File: src/rtl/boot_loader_ctrl_if.sv
// ---------------------------------------------------------------------------
// boot_loader_ctrl_if
// Bundles the word-stream handshake and the imem/dmem write bus of the boot
// loader.
//   s_valid/s_data/s_ready : incoming program/data word stream
//   imem_we/dmem_we        : one-cycle write strobes to the two memories
//   mem_addr/mem_wdata     : byte address and data of the current write
// Modports:
//   master : the loader itself (consumes the stream, drives the write bus)
//   slave  : the environment (host stream source plus memory write ports)
// ---------------------------------------------------------------------------
interface boot_loader_ctrl_if #(
    parameter int DATA_W = 32,
    parameter int ADDR_W = 32
);
    logic              s_valid;
    logic [DATA_W-1:0] s_data;
    logic              s_ready;
    logic              imem_we;
    logic              dmem_we;
    logic [ADDR_W-1:0] mem_addr;
    logic [DATA_W-1:0] mem_wdata;

    modport master (
        input  s_valid, s_data,
        output s_ready, imem_we, dmem_we, mem_addr, mem_wdata
    );

    modport slave (
        output s_valid, s_data,
        input  s_ready, imem_we, dmem_we, mem_addr, mem_wdata
    );
endinterface

File: src/rtl/boot_loader_ctrl.sv
// ---------------------------------------------------------------------------
// boot_loader_ctrl
// Sequenced boot/program loader. Streams words into instruction or data
// memory at auto-incrementing byte addresses, range-checks each load, keeps
// a running checksum and holds the CPU in reset until released with go.
// Ports:
//   clk, reset        : clock, synchronous active-high reset
//   start             : begin a load (ignored while loading)
//   target            : 0 = imem, 1 = dmem (latched on start)
//   base_addr         : byte start address (latched on start)
//   word_count        : words to load (latched on start)
//   go                : release the CPU from DONE
//   bus               : stream handshake + memory write bus (master side)
//   cpu_reset         : reset to the CPU core, low only in RUN
//   busy / done / err : state flags for LOAD / DONE / ERR
//   checksum          : sum of words accepted in the current load
// ---------------------------------------------------------------------------
module boot_loader_ctrl #(
    parameter int DATA_W     = 32,
    parameter int ADDR_W     = 32,
    parameter int IMEM_DEPTH = 512,
    parameter int DMEM_DEPTH = 512,
    parameter int CNT_W      = 16
) (
    input  logic                    clk,
    input  logic                    reset,
    input  logic                    start,
    input  logic                    target,
    input  logic [ADDR_W-1:0]       base_addr,
    input  logic [CNT_W-1:0]        word_count,
    input  logic                    go,
    boot_loader_ctrl_if.master      bus,
    output logic                    cpu_reset,
    output logic                    busy,
    output logic                    done,
    output logic                    err,
    output logic [DATA_W-1:0]       checksum
);

    localparam int STEP  = DATA_W / 8;
    localparam int SUM_W = CNT_W + ADDR_W;

    typedef enum logic [2:0] {IDLE, LOAD, DONE, RUN, ERR} state_t;

    state_t            stateReg, stateNext;
    logic [ADDR_W-1:0] ptrReg, ptrNext;
    logic [CNT_W-1:0]  remainReg, remainNext;
    logic              targetReg, targetNext;
    logic [DATA_W-1:0] checksumReg, checksumNext;
    logic [ADDR_W-1:0] memAddrReg, memAddrNext;
    logic [DATA_W-1:0] memWdataReg, memWdataNext;
    logic              imemWeReg, imemWeNext;
    logic              dmemWeReg, dmemWeNext;
    logic              sReadyReg, busyReg, doneReg, errReg, cpuResetReg;

    // Range check of the requested load. The end index is formed at
    // CNT_W+ADDR_W bits so a huge base plus count cannot wrap into range.
    logic [ADDR_W-1:0] baseWord;
    logic              aligned;
    logic [SUM_W-1:0]  endWord;
    logic [SUM_W-1:0]  depthSel;
    logic              rangeOk;
    logic              canStart;

    assign baseWord = base_addr / ADDR_W'(STEP);
    assign aligned  = (base_addr % ADDR_W'(STEP)) == '0;
    assign endWord  = SUM_W'(baseWord) + SUM_W'(word_count);
    assign depthSel = target ? SUM_W'(DMEM_DEPTH) : SUM_W'(IMEM_DEPTH);
    assign rangeOk  = aligned && (endWord <= depthSel);
    assign canStart = start && (stateReg != LOAD);

    always_comb begin
        stateNext    = stateReg;
        ptrNext      = ptrReg;
        remainNext   = remainReg;
        targetNext   = targetReg;
        checksumNext = checksumReg;
        memAddrNext  = memAddrReg;
        memWdataNext = memWdataReg;
        imemWeNext   = 1'b0;
        dmemWeNext   = 1'b0;

        case (stateReg)
            LOAD: begin
                // s_ready is always high in LOAD, so s_valid alone accepts.
                if (bus.s_valid) begin
                    imemWeNext   = !targetReg;
                    dmemWeNext   = targetReg;
                    memAddrNext  = ptrReg;
                    memWdataNext = bus.s_data;
                    checksumNext = checksumReg + bus.s_data;
                    ptrNext      = ptrReg + ADDR_W'(STEP);
                    remainNext   = remainReg - CNT_W'(1);
                    if (remainReg == CNT_W'(1)) begin
                        stateNext = DONE;
                    end
                end
            end
            DONE: begin
                if (go) begin
                    stateNext = RUN;
                end
            end
            default: ;
        endcase

        // A new start overrides everything outside LOAD, including go in DONE.
        if (canStart) begin
            checksumNext = '0;
            targetNext   = target;
            ptrNext      = base_addr;
            remainNext   = word_count;
            if (!rangeOk) begin
                stateNext = ERR;
            end else if (word_count == '0) begin
                stateNext = DONE;
            end else begin
                stateNext = LOAD;
            end
        end
    end

    // State flags are registered from the next state so every output
    // comes straight from a flop.
    always_ff @(posedge clk) begin
        if (reset) begin
            stateReg    <= IDLE;
            ptrReg      <= '0;
            remainReg   <= '0;
            targetReg   <= 1'b0;
            checksumReg <= '0;
            memAddrReg  <= '0;
            memWdataReg <= '0;
            imemWeReg   <= 1'b0;
            dmemWeReg   <= 1'b0;
            sReadyReg   <= 1'b0;
            busyReg     <= 1'b0;
            doneReg     <= 1'b0;
            errReg      <= 1'b0;
            cpuResetReg <= 1'b1;
        end else begin
            stateReg    <= stateNext;
            ptrReg      <= ptrNext;
            remainReg   <= remainNext;
            targetReg   <= targetNext;
            checksumReg <= checksumNext;
            memAddrReg  <= memAddrNext;
            memWdataReg <= memWdataNext;
            imemWeReg   <= imemWeNext;
            dmemWeReg   <= dmemWeNext;
            sReadyReg   <= (stateNext == LOAD);
            busyReg     <= (stateNext == LOAD);
            doneReg     <= (stateNext == DONE);
            errReg      <= (stateNext == ERR);
            cpuResetReg <= (stateNext != RUN);
        end
    end

    assign bus.s_ready   = sReadyReg;
    assign bus.imem_we   = imemWeReg;
    assign bus.dmem_we   = dmemWeReg;
    assign bus.mem_addr  = memAddrReg;
    assign bus.mem_wdata = memWdataReg;
    assign cpu_reset     = cpuResetReg;
    assign busy          = busyReg;
    assign done          = doneReg;
    assign err           = errReg;
    assign checksum      = checksumReg;

endmodule

File: src/flat_wrapper.sv
// flat-port wrapper written by rule: the top's interface ports become plain ports
module boot_loader_ctrl_flat 
#(
    parameter int DATA_W     = 32,
    parameter int ADDR_W     = 32,
    parameter int IMEM_DEPTH = 512,
    parameter int DMEM_DEPTH = 512,
    parameter int CNT_W      = 16
)
  (clk, reset, start, target, base_addr, word_count, go, cpu_reset, busy, done, err, checksum, bus_s_valid, bus_s_data, bus_s_ready, bus_imem_we, bus_dmem_we, bus_mem_addr, bus_mem_wdata);
  boot_loader_ctrl_if #(.DATA_W(DATA_W), .ADDR_W(ADDR_W)) bus_i ();
  input  logic clk;
  input  logic reset;
  input  logic start;
  input  logic target;
  input  logic [ADDR_W-1:0] base_addr;
  input  logic [CNT_W-1:0] word_count;
  input  logic go;
  output logic cpu_reset;
  output logic busy;
  output logic done;
  output logic err;
  output logic [DATA_W-1:0] checksum;
  input wire logic [$bits(bus_i.s_valid)-1:0] bus_s_valid;
  input wire logic [$bits(bus_i.s_data)-1:0] bus_s_data;
  output wire logic [$bits(bus_i.s_ready)-1:0] bus_s_ready;
  output wire logic [$bits(bus_i.imem_we)-1:0] bus_imem_we;
  output wire logic [$bits(bus_i.dmem_we)-1:0] bus_dmem_we;
  output wire logic [$bits(bus_i.mem_addr)-1:0] bus_mem_addr;
  output wire logic [$bits(bus_i.mem_wdata)-1:0] bus_mem_wdata;
  assign bus_i.s_valid = bus_s_valid;
  assign bus_i.s_data = bus_s_data;
  assign bus_s_ready = bus_i.s_ready;
  assign bus_imem_we = bus_i.imem_we;
  assign bus_dmem_we = bus_i.dmem_we;
  assign bus_mem_addr = bus_i.mem_addr;
  assign bus_mem_wdata = bus_i.mem_wdata;
  boot_loader_ctrl #(.DATA_W(DATA_W), .ADDR_W(ADDR_W), .IMEM_DEPTH(IMEM_DEPTH), .DMEM_DEPTH(DMEM_DEPTH), .CNT_W(CNT_W)) u_core (.clk(clk), .reset(reset), .start(start), .target(target), .base_addr(base_addr), .word_count(word_count), .go(go), .bus(bus_i), .cpu_reset(cpu_reset), .busy(busy), .done(done), .err(err), .checksum(checksum));
endmodule
File: config.mk
export PLATFORM = sky130hd
export DESIGN_NAME = boot_loader_ctrl_flat
export DESIGN_NICKNAME = d
export VERILOG_FILES = /design/src/rtl/boot_loader_ctrl_if.sv /design/src/rtl/boot_loader_ctrl.sv /design/src/flat_wrapper.sv
export SDC_FILE = /design/constraint.sdc
export NUM_CORES = 1
export LEC_CHECK = 0
export ABC_CLOCK_PERIOD_IN_PS = 12050
export CAP_MARGIN = 25
export CORE_MARGIN = 5
export CORE_UTILIZATION = 29
export DETAILED_ROUTE_END_ITERATION = 6
export GPL_TIMING_DRIVEN = 0
export SLEW_MARGIN = 20
export SYNTH_ARGS = -nofsm -noshare
export SYNTH_HDL_FRONTEND = slang
export SYNTH_SLANG_ARGS = --single-unit
File: constraint.sdc
create_clock -name clk -period 12.05 [get_ports clk]
set_clock_uncertainty 0.1 [all_clocks]
set_input_delay 2.41 -clock clk [delete_from_list [all_inputs] [get_ports clk]]
set_output_delay 2.41 -clock clk [all_outputs]
set_load 0.02 [all_outputs]
==> results.sh, run 1 <==
export IMPL_clock_power_share_pct=42.6
export IMPL_gp_congestion=0.915
export IMPL_max_stage_delay_ps=700
export IMPL_first_iter_violations=907
export IMPL_hold_viol=0
export IMPL_hp_class="flip-flop to flip-flop"
export IMPL_ir_drop_uv=113
export IMPL_cts_num_sinks=154
export IMPL_grt_max_degree=17
export IMPL_nNetsFinal=1540
export IMPL_vias=9736
export IMPL_combPwrFrac_pct=15.5
export IMPL_coreArea_um2=30600
export IMPL_ys_seq_area_share_pct=34.4
export IMPL_drtAntennaViolNets=0
export IMPL_crit_arrival_ps=6680
export IMPL_tritoncts="built"
export IMPL_routedWlPerCell_um=18.8
export IMPL_fmax_ghz=0.154
export IMPL_die_width_um=186
export IMPL_tightest_slew_ps=833
export IMPL_cp_max_fo=3
export IMPL_routed_wirelength_um=34100
export IMPL_holdBufCountCts=0
export IMPL_die_y_um=186
export IMPL_finalMaxSlewViolations=0
export IMPL_synth_area_um2=8970
export IMPL_powerDensity_nw_per_um2=108
export IMPL_leakagePower_uw=0.00425
export IMPL_synth_edf_count=0
export IMPL_synth_seq_cells=154
export IMPL_cap_violations=0
export IMPL_numPortBuffers=184
export IMPL_fin_crit_ps=6500
export IMPL_start_kind="input pin"
export IMPL_drive_above_1_share_pct=3.47
export IMPL_grt_pass1_vias=9379
export IMPL_initial_core_util_pct=29.3
export IMPL_cts_buffers=17
export IMPL_clock_tree_buffer_depth=2
export IMPL_p_sw_uw=365
export IMPL_setup_tns_ps=0
export IMPL_path_buf_inv=1
export IMPL_cts_clk_slew_worst_paths_ps=70
export IMPL_worstSetupStartpoint="base_addr[3]"
export IMPL_synthCells=1199
export IMPL_async_flop_share_pct=0
export IMPL_antenna_found_initial=1
export IMPL_r2r_slack_ps=8510
export IMPL_crit_path_cell_trace="clkdlybuf4s50_1 -> ha_1 -> a21o_1 -> a211oi_1 -> o2111a_1 -> nor3_1 -> a221oi_1 -> mux2_1 -> o311a_1 -> or4_4 -> nor4_1 -> o21ai_0"
export IMPL_setup_viol=0
export IMPL_synth_area_leaders="dfxtp_1, nand2_1, a21oi_1, ha_1, nor2_1"
export IMPL_drt_first_pass_iters=5
export IMPL_grt_overflow_total=0
export IMPL_drc=0
export IMPL_areaGrowthSynthToFinish_pct=32.5
export IMPL_clock_latency_ps=440
export IMPL_end_kind="flip-flop"
export IMPL_cts_resized=0
export IMPL_status="finished, final reports clean"
export IMPL_fillers=3180
export IMPL_r2r_start="u_core.checksum[1]$_SDFFE_PP0P_"
export IMPL_dp_hpwl_um=26400
export IMPL_postCtsSetupBuffers=0
export IMPL_yosysTopAreaCellShare_pct=34.4
export IMPL_cp_slowest_cell="nor4_1"
export IMPL_grt_total_usage_pct=19.1
export IMPL_fin_util_pct=38.9
export IMPL_grt_pass1_wl_um=51800
export IMPL_rsz0062_at_grt="no"
export IMPL_root_buffer="clkbuf_16"
export IMPL_vias_per_cell=5.38
export IMPL_cp_top_family="compound AO/OA/AOI/OAI gates"
export IMPL_worstSetupPathType="input pin to flip-flop"
export IMPL_synth_warnings=0
export IMPL_p_sw_share_pct=28.5
export IMPL_cell_internal_pwr_uw=915
export IMPL_layout_commonest_cell="nand2_1"
export IMPL_synth_avg_cell_area_um2=7.48
export IMPL_antenna_cells=0
export IMPL_synthFlopType="dfxtp_1"
export IMPL_final_period_utilization_pct=53.9
export IMPL_maxSlewHeadroom_pct=44.5
export IMPL_min_from="u_core.bus.mem_wdata[18]$_SDFFE_PP0P_"
export IMPL_synth_nets=1337
export IMPL_h_tree_depth=4
export IMPL_fp_row_count=64
export IMPL_seq_power_share_pct=41.8
export IMPL_final_cell_mix="nand2_1, clkdlybuf4s50_1, a21oi_1"
export IMPL_cp_required_ps=12230
export IMPL_synth_area_leader_cell="dfxtp_1"
export IMPL_ios=189
export IMPL_die_area_um2=34600
export IMPL_yosysUniqueCellTypes=73
final timing paths:
| check | depth (start not counted) | to |
|---|---|---|
| min reg2reg | 2 | u_core.bus.mem_wdata[18]$_SDFFE_PP0P_ |
| max reg2reg | 11 | u_core.checksum[31]$_SDFFE_PP0P_ |
| min | 2 | u_core.bus.mem_wdata[18]$_SDFFE_PP0P_ |
| max | 12 | u_core.stateReg[2]$_SDFF_PP0_ |
layout make-up:
class / count / area (um2) / area share (%)
inverter: 20 / 75.1 / 0.631
sequential: 154 / 3080 / 25.9
timing repair buffer: 184 / 1840 / 15.5
multi-input combinational: 958 / 5560 / 46.7
buffer: 67 / 260 / 2.19
clock inverter: 12 / 141 / 1.19
tap: 396 / 495 / 4.17
clock buffer: 18 / 439 / 3.69
stage by stage:
stage / instances / hold slack [ps] / total power (uW) / worst slack [ps] / area [um2]
floorplan: 1199 / 306 / 659 / 6390 / 8970
global placement: 1779 / 332 / 742 / 5160 / 11300
detailed placement: 1779 / 343 / 743 / 5150 / 11300
CTS: 1809 / 356 / 1280 / 5590 / 11900
global route: 1809 / 374 / 1330 / 5280 / 11900
finish: 1809 / 354 / 1280 / 5550 / 11900
synth_stat cells, drive strengths merged, types with 9 or more instances:
master and number:
nor4 18, a21o 14, nand2 241, xnor2 18
a221oi 13, o21ai 58, nand2b 10, dfxtp 154
inv 20, a211oi 12, nor2b 9, and3 21
nor3 22, xor2 14, nor2 93, o21a 17
ha 50, clkbuf 59, o22ai 9, nand3 32
a21oi 174, nand4 11, a22oi 19
worst register-to-register path, cell delays in order (launching register included):
cell and delay [ps]:
dfxtp_1 380, ha_1 250, a21oi_1 230, nor2_1 110
o311ai_0 720, a211oi_1 290, o22ai_1 390, o21ai_1 220
a22oi_1 320, mux2i_1 280, o21ai_1 100, o31ai_1 70
logic make-up after synthesis:
kind of cell	share of synthesized area, %
AOI/OAI and AO/OA	24.9
adders and majority gates	7.42
muxes	0.934
buffers and inverters	3.74
xor gates and xnor gates	3.12
DFF	34.4
and+or+nand+nor	25.5
power groups by stage:
stage	combinational, uW	sequential (uW)	clock (uW)
4_1_cts	197	535	552
3_5_place_dp	196	547	0
6_report	199	536	546
2_1_floorplan	113	546	0
3_3_place_gp	195	547	0
5_1_grt	217	537	575
sequential cells by signal, summed over array words and instances (netlist names):
name / flops
u_core.err: 1
u_core.bus.mem_addr: 32
u_core.stateReg: 3
u_core.bus.s_ready: 1
u_core.remainReg: 16
u_core.bus.dmem_we: 1
u_core.checksum: 32
u_core.cpu_reset: 1
u_core.done: 1
u_core.targetReg: 1
u_core.bus.mem_wdata: 32
u_core.ptrReg: 32
u_core.bus.imem_we: 1
routing by layer:
| layer | GRT usage (%) | part of all wire (%) | up-vias |
|---|---|---|---|
| met5 | 0 | 0.044 | - |
| met4 | 6.53 | 3.2 | 2 |
| met3 | 3.71 | 7.8 | 71 |
| met2 | 31.7 | 46 | 411 |
| met1 | 24.8 | 43 | 4533 |
| li1 | - | - | 4719 |
No activity file was read; power rests on OpenSTA's default activity.
==> inputs of run 2 (changes only) <==
ABC_CLOCK_PERIOD_IN_PS = 6700   (was 12050)
clock period = 6.7 ns   (was 12.05 ns; I/O delays follow)
==> results of run 2 <==
The final DEF is identical to that of run 1. Status: finished, final reports clean.
Among the figures that moved: setup slack after placement 5150 ps -> 875 ps; setup slack after layout 5550 ps -> 1270 ps; register-to-register setup slack 8510 ps -> 3160 ps; total power 1280 uW -> 2300 uW; worst IR drop on VDD 113 uV -> 203 uV
==> inputs of run 3 (changes only) <==
ABC_CLOCK_PERIOD_IN_PS = 4900   (was 6700)
clock period = 4.9 ns   (was 6.7 ns; I/O delays follow)
==> run 3 against run 2 <==
Effect of this change: die area stayed put; critical endpoint is now u_core.stateReg[0]$_SDFF_PP0_; via count is 0.10% lower; non-clock buffer count stayed put; critical path depth stayed put; sequential power is 37% higher; critical path type unchanged; combinational power is 38% higher; largest power group unchanged; largest cell class unchanged; clock-buffer cell count stayed put; final area is 0.28% higher; register-to-register slack worse by 1800 ps.
==> results.sh, run 3 (synthesis gave the netlist of run 1 again) <==
export IMPL_hp_class="flip-flop to flip-flop"
export IMPL_grt_pass1_vias=9381
export IMPL_start_kind="input pin"
export IMPL_holdBufCountCts=0
export IMPL_fp_row_count=64
export IMPL_ir_drop_uv=276
export IMPL_cts_num_sinks=154
export IMPL_final_cell_mix="nand2_1, clkdlybuf4s50_1, a21oi_1"
export IMPL_grt_pass1_wl_um=51800
export IMPL_numPortBuffers=184
export IMPL_areaGrowthSynthToFinish_pct=32.9
export IMPL_r2r_cells=11
export IMPL_fillers=3179
export IMPL_die_area_um2=34600
export IMPL_vias_per_cell=5.37
export IMPL_final_period_utilization_pct=94.9
export IMPL_cts_buffers=17
export IMPL_tritoncts="built"
export IMPL_initial_core_util_pct=29.3
export IMPL_min_from="u_core.bus.mem_wdata[18]$_SDFFE_PP0P_"
export IMPL_drtAntennaViolNets=0
export IMPL_r2r_slack_ps=1370
export IMPL_drive_above_1_share_pct=3.75
export IMPL_ios=189
export IMPL_nNetsFinal=1540
export IMPL_worstHoldEndpoint="u_core.bus.mem_wdata[18]$_SDFFE_PP0P_"
export IMPL_setup_tns_ps=0
export IMPL_hold_slack_ps=354
export IMPL_die_width_um=186
export IMPL_drc=0
export IMPL_dp_cells=1779
export IMPL_root_buffer="clkbuf_16"
export IMPL_layout_commonest_cell="nand2_1"
export IMPL_grt_overflow_total=0
export IMPL_rsz0062_at_grt="no"
export IMPL_gp_congestion=0.915
export IMPL_leakagePower_uw=0.00427
export IMPL_coreArea_um2=30600
export IMPL_tightest_slew_ps=825
export IMPL_routed_wirelength_um=34000
export IMPL_setup_viol=0
export IMPL_dp_hpwl_um=26400
export IMPL_die_y_um=186
export IMPL_fmax_ghz=0.215
export IMPL_clock_tree_buffer_depth=2
export IMPL_drt_first_pass_iters=6
export IMPL_h_tree_depth=4
export IMPL_cp_max_fo=4
export IMPL_powerDensity_nw_per_um2=264
export IMPL_end_kind="flip-flop"
export IMPL_status="finished, final reports clean"
export IMPL_layout_setup_ws_ps=250
export IMPL_antenna_found_initial=1
export IMPL_clock_latency_ps=440
export IMPL_pre_cts_ws_ps=-565
export IMPL_r2r_start="u_core.checksum[1]$_SDFFE_PP0P_"
export IMPL_cap_violations=0
export IMPL_grt_total_usage_pct=19.1
export IMPL_worstSetupPathType="input pin to flip-flop"
export IMPL_regToRegEndpoint="u_core.checksum[31]$_SDFFE_PP0P_"
export IMPL_finalMaxSlewViolations=0
export IMPL_hold_viol=0
export IMPL_postCtsSetupBuffers=0
export IMPL_cp_required_ps=5150
export IMPL_final_instance_count_excl_fill=1810
export IMPL_routedWlPerCell_um=18.8
export IMPL_first_iter_violations=870
export IMPL_min_delay_path_depth=2
export IMPL_maxSlewHeadroom_pct=45.0
export IMPL_vias=9726
export IMPL_cts_clk_slew_worst_paths_ps=70
export IMPL_grt_max_degree=17
export IMPL_crit_arrival_ps=4900
export IMPL_fin_crit_ps=4650
-- run 3: per-layer routing --
layer  track usage, %  vias to the layer above  routed length, um
li1                 -                     4723                  -
met1             24.9                     4504              14600
met2             31.7                      429              15600
met3             3.71                       68               2790
met4             6.53                        2               1030
met5                0                        -                 15
-- run 3: per-stage QoR --
stage	area [um2]	power, uW	utilization (%)
floorplan	8970	1620	-
global placement	11300	1820	37.0
detailed placement	11300	1830	37.0
CTS	11900	3160	38.9
global route	11900	3270	39.0
finish	11900	3150	39.0
-- run 3: final cells by class --
class,count,area [um2],area share (%)
Multi-Input combinational cell,958,5590,46.8
Sequential cell,154,3080,25.9
Timing Repair Buffer,184,1840,15.4
Tap cell,396,495,4.15
Clock buffer,18,439,3.68
Buffer,67,260,2.18
Clock inverter,12,141,1.19
Inverter,20,75.1,0.630
Antenna cell,1,2.50,0.0210
-- run 3: how the worst max path moves through the flow --
stage,startpoint,end
2_1_floorplan,base_addr[12],u_core.stateReg[0]$_SDFF_PP0_
3_3_place_gp,base_addr[3],u_core.err$_SDFF_PP0_
3_5_place_dp,base_addr[3],u_core.stateReg[2]$_SDFF_PP0_
4_1_cts,base_addr[3],u_core.stateReg[0]$_SDFF_PP0_
5_1_grt,base_addr[3],u_core.stateReg[0]$_SDFF_PP0_
6_report,base_addr[3],u_core.stateReg[0]$_SDFF_PP0_
-- run 3: report_power, final --
part,total [uW],leakage (uW),switching (uW),internal (uW)
clock network,1340,0.000268,576,765
registers,1320,0.00125,33.8,1280
logic,491,0.00275,288,203
total,3150,0.00427,897,2250
-- run 3: worst max-delay path, cell delays in order --
cell,delay [ps]
clkdlybuf4s50_1,620
ha_1,280
a21o_1,180
a211oi_2,330
o2111a_1,290
nor3_1,90
a221oi_2,320
mux2_1,360
o311a_1,130
or4_4,570
or4_4,610
o22ai_1,140
-- run 3: repair_timing --
action                                 CTS  global route
endpoints found under the hold margin    0             0
gates resized for setup                  1             4
setup endpoints to repair                2             6
